**config.mk**
```make
export PLATFORM = sky130hd
export DESIGN_NAME = reg_file_mem
export DESIGN_NICKNAME = d
export VERILOG_FILES = /design/src/rtl/reg_file_mem.sv
export SDC_FILE = /design/constraint.sdc
export NUM_CORES = 1
export LEC_CHECK = 0
export ABC_AREA = 1
export BUFFER_PORTS_ARGS = -buffer_cell sky130_fd_sc_hd__buf_2
export CAP_MARGIN = 20
export CORE_MARGIN = 5
export CORE_UTILIZATION = 48
export DETAILED_ROUTE_END_ITERATION = 16
export PLACE_DENSITY = 0.73
export SLEW_MARGIN = 25
export SYNTH_ARGS = -nofsm -noshare
export SYNTH_HDL_FRONTEND = slang
export SYNTH_SLANG_ARGS = --single-unit
```
**constraint.sdc**
```tcl
create_clock -name clk -period 1.1 [get_ports clk]
set_input_delay 0.11 -clock clk [delete_from_list [all_inputs] [get_ports clk]]
set_output_delay 0.11 -clock clk [all_outputs]
set_load 0.01 [all_outputs]
```
**src/rtl/reg_file_mem.sv**
```systemverilog
// Small register-file memory with one write and one registered read port, plus a
// self-sequenced clear that zeroes one word per cycle while busy is high.
module reg_file_mem #(
    parameter int WIDTH = 4,
    parameter int DEPTH = 4,
    parameter int AW    = 2
) (
    input  logic             clk,
    input  logic             rst,
    input  logic             wr_en,
    input  logic [AW-1:0]    waddr,
    input  logic [WIDTH-1:0] wdata,
    input  logic             rd_en,
    input  logic [AW-1:0]    raddr,
    input  logic             clr,
    output logic [WIDTH-1:0] rdata,
    output logic             rd_valid,
    output logic             busy
);

    typedef enum logic {CLEAR, IDLE} state_t;

    localparam logic [AW:0]   DEPTH_EXT = (AW + 1)'(DEPTH);
    localparam logic [AW-1:0] LAST_IDX  = AW'(DEPTH - 1);

    state_t           state;
    state_t           state_next;
    logic [AW-1:0]    cnt;
    logic [WIDTH-1:0] mem [DEPTH];

    logic             cmd_ok;
    logic             rd_accept;
    logic             wr_accept;
    logic             mem_we;
    logic [AW-1:0]    mem_waddr;
    logic [WIDTH-1:0] mem_wdata;

    // clr in IDLE takes priority over any access issued in the same cycle.
    assign busy      = (state == CLEAR);
    assign cmd_ok    = (state == IDLE) && !clr;
    assign rd_accept = cmd_ok && rd_en;
    assign wr_accept = cmd_ok && wr_en && ({1'b0, waddr} < DEPTH_EXT);

    always_comb begin
        state_next = state;
        case (state)
            CLEAR:   if (cnt == LAST_IDX) state_next = IDLE;
            IDLE:    if (clr) state_next = CLEAR;
            default: state_next = CLEAR;
        endcase
    end

    // NOTE: sequential state uses non-blocking assignments so every register
    // samples pre-edge values regardless of block ordering.
    always_ff @(posedge clk) begin
        if (rst) begin
            state <= CLEAR;
        end else begin
            state <= state_next;
        end
    end

    always_ff @(posedge clk) begin
        if (rst) begin
            cnt <= '0;
        end else if (state == CLEAR) begin
            cnt <= (cnt == LAST_IDX) ? '0 : cnt + 1'b1;
        end else begin
            cnt <= '0;
        end
    end

    // Single write port shared between the clear sequencer and user writes.
    always_comb begin
        mem_we    = 1'b0;
        mem_waddr = cnt;
        mem_wdata = '0;
        if (state == CLEAR) begin
            mem_we = 1'b1;
        end else if (wr_accept) begin
            mem_we    = 1'b1;
            mem_waddr = waddr;
            mem_wdata = wdata;
        end
    end

    // NOTE: the array has no reset branch so it maps onto plain RAM/flop arrays;
    // zeroing is done by the clear sequence instead.
    always_ff @(posedge clk) begin
        if (!rst && mem_we) begin
            mem[mem_waddr] <= mem_wdata;
        end
    end

    // Reading the array before the write lands gives old data on a same-address collision.
    always_ff @(posedge clk) begin
        if (rst) begin
            rdata    <= '0;
            rd_valid <= 1'b0;
        end else begin
            rd_valid <= rd_accept;
            if (rd_accept) begin
                rdata <= ({1'b0, raddr} < DEPTH_EXT) ? mem[raddr] : '0;
            end
        end
    end

endmodule

```
Word-level counts from Yosys, hierarchy flattened
Memories as Yosys holds them, arrays and structs flattened. A register that Yosys moved wholly into a read port is not among the register bits.
Cells that the tools add are included.
{ "word_totals": {"regBits": 4, "ramBits": 16, "out_inout_bits": 6, "n_memories": 1} }
{ "op_classes": {"add_sub_neg": 1, "eq_ne": 1, "muxes": 11, "n_bitwise": 1, "reduce_logical": 7} }
{ "mem_list": {"columns": ["memory", "depth", "width", "read_ports", "rd_clocked_by_memory_dff", "wr", "line_no", "source"], "rows": [
  ["mem", 4, 4, 1, 1, 1, "29", "logic [WIDTH-1:0] mem [DEPTH];"]
]} }
{ "op_table": {"columns": ["cell", "n"], "rows": [
  ["2-to-1 mux 4 bit", 2],
  ["2-to-1 mux 1 bit", 6],
  ["logical AND 1 bit", 4],
  ["2-to-1 mux 2 bit", 2],
  ["OR reduction 3 bit", 1],
  ["adder 2 x 1 -> 2 bit, second input constant", 1],
  ["equality test 2 bit, second input constant", 1],
  ["logical NOT 1 bit", 2],
  ["one-hot mux 1 bit (2 select lines)", 1],
  ["inverter 1 bit", 1]
]} }

Depth between registers and ports, before layout
Gate-level depths: netlist (run 1).
{ "logic_depth": {"depth_word": 8, "mapped_depth": 6} }

Worst setup path after synthesis (run 1)
No wires, ideal clock.
{ "synth_timing": {"path_type": "register to register", "from": "register state", "to": "memory mem[0][0] (enable)", "setup_time_ns": 0.329, "arrival_time_ns": 0.913, "required_ns": 0.771, "setup_slack_ns": -0.143, "stages_incl_launch_ff": 7, "n_path_buf": 1, "period_less_slack_ns": 1.243, "cell_sequence": "dfxtp_1 -> buf_6 -> inv_2 -> a21oi_1 -> nor2_1 -> nand2_1 -> nor2_1"} }
{ "synth_via": {"elab_chain_len": 7, "word_cells_on_any_way": 9, "classes_between": "6 x mux; 3 x reduce/logical"} }
{ "synth_rtl": {"columns": ["item", "line_no", "source"], "rows": [
  ["start, declared", "26", "state_t state;"],
  ["start signal, assigned", "59", "state <= state_next;"],
  ["logical AND 1 bit", "40", "assign cmd_ok = (state == IDLE) && !clr;"],
  ["logical AND 1 bit", "42", "assign wr_accept = cmd_ok && wr_en && ({1'b0, waddr} < DEPTH_EXT);"],
  ["2-to-1 mux 1 bit", "80", "end else if (wr_accept) begin"],
  ["2-to-1 mux 1 bit", "78", "if (state == CLEAR) begin"],
  ["logical AND 1 bit", "90", "if (!rst && mem_we) begin"],
  ["2-to-1 mux 1 bit", "90", null],
  ["2-to-1 mux 1 bit (implied by the code)", "91", "mem[mem_waddr] <= mem_wdata;"],
  ["end, declared", "29", null]
]} }
Parallel ways exist; a longest one is shown, timed or not.

Worst setup path in the final report (run 1)
{ "layout_timing": {"from": "register state", "to": "memory mem[3][0] (enable)"} }
The elaborated chain is that of the path after synthesis.

==> metrics.txt, run 1 <==
Tot Pwr=1.70 mW; register share of total power=61.6%; worst slew pin tran=201 ps; diode count=0; setup ws final=-90.9 ps; Max clock buf depth=2; via count=790; number of global-route vias before repair=781; FF-to-FF End=mem[3][0]; final worst path period share=108%; RSZ-0062 raised after global routing=yes; internal power=1.26 mW; WL/cell=10.8 um; Cell Pwr Density=1300 mW/mm2; Synth area leaders=edfxtp_1 45%, dfxtp_1 15%, nand2_1 13%; worst path arrival time=1220 ps; crit start category=flop; area of the die=0.00327 mm2; row count=17; sequential share of the synthesized area=60.0%; Top-Level Pins=19; Yosys reg bits=24; share of the synthesized area in the top cell type=45.0%; YS warnings=0; status=finished with violations; latest clock arrival within the worst-skew pair=310 ps; Die Ht=57.2 um; final number of hold-violating endpoints=0; antenna violations before repair=0; FF-to-FF Start=state; r2r setup slk=-90 ps; P_leak=0.605 nW; Hold Crit Class=in -> reg; GRT overflow=0; Clock Pin Slew Worst Setup and Hold Paths=120 ps; Post-Synthesis Cell Area=0.00107 mm2; first-pass GRT wire length=3150 um; Worst Path Max Fanout=5; drt first pass iters=4; All-Layer GR Usage=12.8%; Psw=441 uW; Area after DPL=0.00123 mm2; Unique masters post-synth=19; Nets=159; initial core utilization=49.3%; max cap viols=0; largest area contributor in the netlist=edfxtp_1; combinational share of power=16.4%; H-tree depth=1; switch share=25.9%; clock buffer count from CTS=3; Mean Syn Cell Area=8.98 um2; core area=0.00217 mm2; pin count of the biggest net entering global routing=14; Setup Viol. Count Final=16; Clk pwr share=21.9%; Layout fillers=207; FMAX=840 MHz; r2r worst-path depth=5; crit path capture type=flop; Routability Congestion=0.766; final wirelength=1860 um; vias per cell=4.59; layout cell share with drive strength beyond 1=32.6%; DRT antenna net count=0; post-synthesis cell count=119; Max Clock Skew=4.79 ps; relative slew slack=86.6%; # DRC=0; CTS tree=built; initial DRC count=22; CP Class=reg -> reg; design area=0.00131 mm2; CP startpoint=state; Clock Tree Root=clkbuf_4; PortBufs=18; Setup crit end=mem[3][0]; post-DP HPWL=1460 um; IR drop worst, VDD=752 uV; Sink Count=24; Synth Net Count=133; Die Span X=57.2 um; CP required=1120 ps; Layout area overhead=23.0%; Slew Limit Fails=0; CTS Hold Bufs=0; Final Critical Period=1190 ps; failing checks=negative setup slack
cell families (layout without fill, tap and decap cells):
| family | Yosys count | count (layout) | synth area share [%] |
|---|---|---|---|
| buffers and inverters | 22 | 47 | 8.78 |
| AND/OR/NAND/NOR | 65 | 65 | 26.8 |
| flip-flops | 24 | 24 | 60.0 |
| adder cells (fa/ha/maj) | 1 | 1 | 1.17 |
| AO/OA/AOI/OAI | 7 | 7 | 3.28 |
worst min path at each step:
stage	endpoint	slack [ps]	cells past startpoint	startpoint
2_1_floorplan	rd_valid	180	1	rst
3_3_place_gp	rd_valid	400	3	rst
3_5_place_dp	rd_valid	410	3	rst
4_1_cts	rd_valid	80	3	rst
5_1_grt	rd_valid	80	3	rst
6_report	rd_valid	90	3	rst
power groups by stage:
stage	combinational (mW)	clock [mW]	sequential, mW
finish	0.280	0.373	1.05
global route	0.314	0.427	1.06
CTS	0.278	0.385	1.05
detailed placement	0.233	0	1.07
global placement	0.227	0	1.07
floorplan	0.170	0	1.06
cells in the mapped netlist, drive strengths merged:
master,count
inv,20
ha,1
dfxtp,8
buf,2
a21oi,5
o21ai,2
nor2,15
nand2,38
nand4,2
edfxtp,16
nand3,10
per-layer routing:
metal	vias to the layer above	GRT usage [%]	routed length, um
li1	428	-	-
met5	-	0	0
met4	0	7.95	43
met1	344	13.8	755
met3	4	2.94	95
met2	14	22.5	963
area by class of cell:
type                       instances  area [um2]  share of cell area [%]
tap                               28        35.0                    2.67
timing repair buffer              23         131                    10.0
clock inverter                     1        3.75                   0.286
inverter                          20        77.6                    5.90
clock buffer                       3        22.5                    1.71
sequential                        24         644                    49.0
multi-input combinational         73         399                    30.4
sequential cells by signal, indices dropped and copies added (netlist names):
name and cells:
mem 16, rdata 4, cnt 2, rd_valid 1, state 1
through the flow:
step	setup TNS [ps]	std cells	util [%]	setup WS (ps)	hold WS, ps
2_1_floorplan	-1490	119	-	-93.3	182
3_3_place_gp	-2390	168	56.6	-119	402
3_5_place_dp	-3130	168	56.6	-178	411
4_1_cts	-1120	172	60.4	-85.4	79.8
5_1_grt	-2010	172	60.6	-141	75.6
6_report	-1370	172	60.6	-90.9	85.7
critical path, cell delays in order (launching register included):
cell and delay, ps:
dfxtp_4 390, inv_2 60, a21oi_2 40, nor2_2 150, nand2_2 120, nor2_4 150
timing repair:
item	4_1_cts	5_1_grt
gates resized for setup	15	1
pin swaps	0	0
buffers inserted	0	0
setup endpoints to repair	34	20
layout by cell type (no fill, tap or decap):
master and n:
nand4_1 2, nor2_4 5, dfxtp_4 1, inv_2 2, inv_4 1, buf_6 1
nor2_2 5, nand3_1 8, buf_2 18, nand3_2 1, clkbuf_4 3, o21ai_4 1
inv_1 17, a21oi_1 4, nand3_4 1, o21ai_0 1, dfxtp_1 7, clkinv_1 1
nand2_1 35, nor2_1 5, buf_4 4, ha_1 1, nand2_2 3, edfxtp_1 16
a21oi_2 1
No activity file was read; power rests on OpenSTA's default activity.
==> inputs of run 2 (changes only) <==
SKIP_LAST_GASP = 1   (was unset)
==> run 2 against run 1 <==
Against the previous run:
- the run still ends with negative setup slack left
- flip-flop and latch count unchanged
- final cell count unchanged
- combinational power about the same
- sequential share of layout area unchanged
- sequential power about the same
- cell area unchanged
- critical path depth unchanged
- clock skew unchanged
- via count unchanged
- die area unchanged
- global-route usage down 0.094 points
- power unchanged
- critical endpoint unchanged
==> metrics.txt, run 2 (synthesis gave the netlist of run 1 again) <==
setup ws final=-90.9 ps; Cells after DPL=168; H-tree depth=1; first-pass GRT wire length=3130 um; Cell Pwr Density=1300 mW/mm2; crit start category=flop; Die Ht=57.2 um; latest clock arrival within the worst-skew pair=310 ps; drt first pass iters=4; Hold Crit Class=in -> reg; P_leak=0.605 nW; core area=0.00217 mm2; Max clock buf depth=2; Routability Congestion=0.766; Clock Pin Slew Worst Setup and Hold Paths=120 ps; vias per cell=4.59; CP required=1120 ps; Setup WS pre-CTS=-178 ps; most common cell after layout, fill and taps aside=nand2_1; Hold WS=85.7 ps; Final Critical Period=1190 ps; max cap viols=0; worst path arrival time=1220 ps; GRT overflow=0; pin count of the biggest net entering global routing=14; status=finished with violations; Finished Layout Cells=172; number of global-route vias before repair=775; max reg flops=16; final number of hold-violating endpoints=0; Die Span X=57.2 um; final wirelength=1860 um; Slew Limit Fails=0; post-DP HPWL=1460 um; CP Class=reg -> reg; CTS tree=built; DRT antenna net count=0; Clock Tree Root=clkbuf_4; clock buffer count from CTS=3; Worst Path Max Fanout=5; Setup Viol. Count Final=16; # DRC=0; initial DRC count=22; biggest regs=mem (16), rdata (4), cnt (2); worst slew pin tran=201 ps; via count=790; setup tns final=-1370 ps; crit path capture type=flop; FMAX=840 MHz; PortBufs=18; Post-CTS Setup Inserts=0; Sink Count=24; final worst path period share=108%; All-Layer GR Usage=12.7%; register area=644 um2; initial core utilization=49.3%; Area after DPL=0.00123 mm2; diode count=0; design area=0.00131 mm2; layout cell share with drive strength beyond 1=32.6%; WL/cell=10.8 um; Max Clock Skew=4.79 ps; most frequent cells in the layout=35 x nand2_1, 18 x buf_2, 17 x inv_1, 16 x edfxtp_1, 8 x nand3_1; RSZ-0062 raised after global routing=yes; row count=17; Layout area overhead=23.0%; antenna violations before repair=0; area of the die=0.00327 mm2; Top-Level Pins=19; relative slew slack=86.6%; failing checks=negative setup slack; Nets=159; footprint of the multi-input gates=399 um2; Biggest register=mem; Layout fillers=207; IR drop worst, VDD=752 uV
-- run 2: cell counts in the layout (fill, tap and decap cells not counted) --
Identical to the previous run, type by type.
-- run 2: power by group --
group | internal (mW) | switching, mW | total [mW]
Clock | 0.132 | 0.241 | 0.373
Combinational | 0.105 | 0.174 | 0.280
Sequential | 1.02 | 0.0255 | 1.05
Total | 1.26 | 0.441 | 1.70
-- run 2: timing repair --
| action | in CTS | in global routing |
|---|---|---|
| gates resized for setup | 14 | 2 |
| endpoints found under the setup margin | 34 | 24 |
| hold buffers | 0 | 0 |
-- run 2: worst paths after layout --
path,start,endpoint,slack [ps],cells after the start
worst max-delay path,state,mem[3][0],-90,5
worst min-delay path,rst,rd_valid,90,3
worst max register to register,state,mem[3][0],-90,5
worst min register to register,cnt[0],cnt[0],480,1
-- run 2: area by class of cell --
cell class / count / area share [%]
Sequential cell: 24 / 49.0
Timing Repair Buffer: 23 / 10.0
Tap cell: 28 / 2.67
Clock inverter: 1 / 0.286
Multi-Input combinational cell: 73 / 30.4
Inverter: 20 / 5.90
Clock buffer: 3 / 1.71
-- run 2: worst max-delay path, stage by stage, from the launching register on --
cell and delay, ps:
dfxtp_4 390, inv_2 60, a21oi_2 40, nor2_2 150, nand2_2 120, nor2_4 150
-- run 2: metrics by stage --
stage / total power, mW / utilization (%)
after floorplan: 1.23 / -
after global placement: 1.30 / 56.6
after detailed placement: 1.30 / 56.6
after CTS: 1.71 / 60.3
after global routing: 1.80 / 60.6
final: 1.70 / 60.6
-- run 2: per-layer routing --
layer	routed length (um)	vias to the layer above	part of all wire [%]	track usage, %
met2	963	14	52	22.3
li1	-	428	-	-
met4	43	0	2.3	7.95
met3	95	4	5.1	2.94
met1	755	344	41	13.7
met5	0	-	0	0
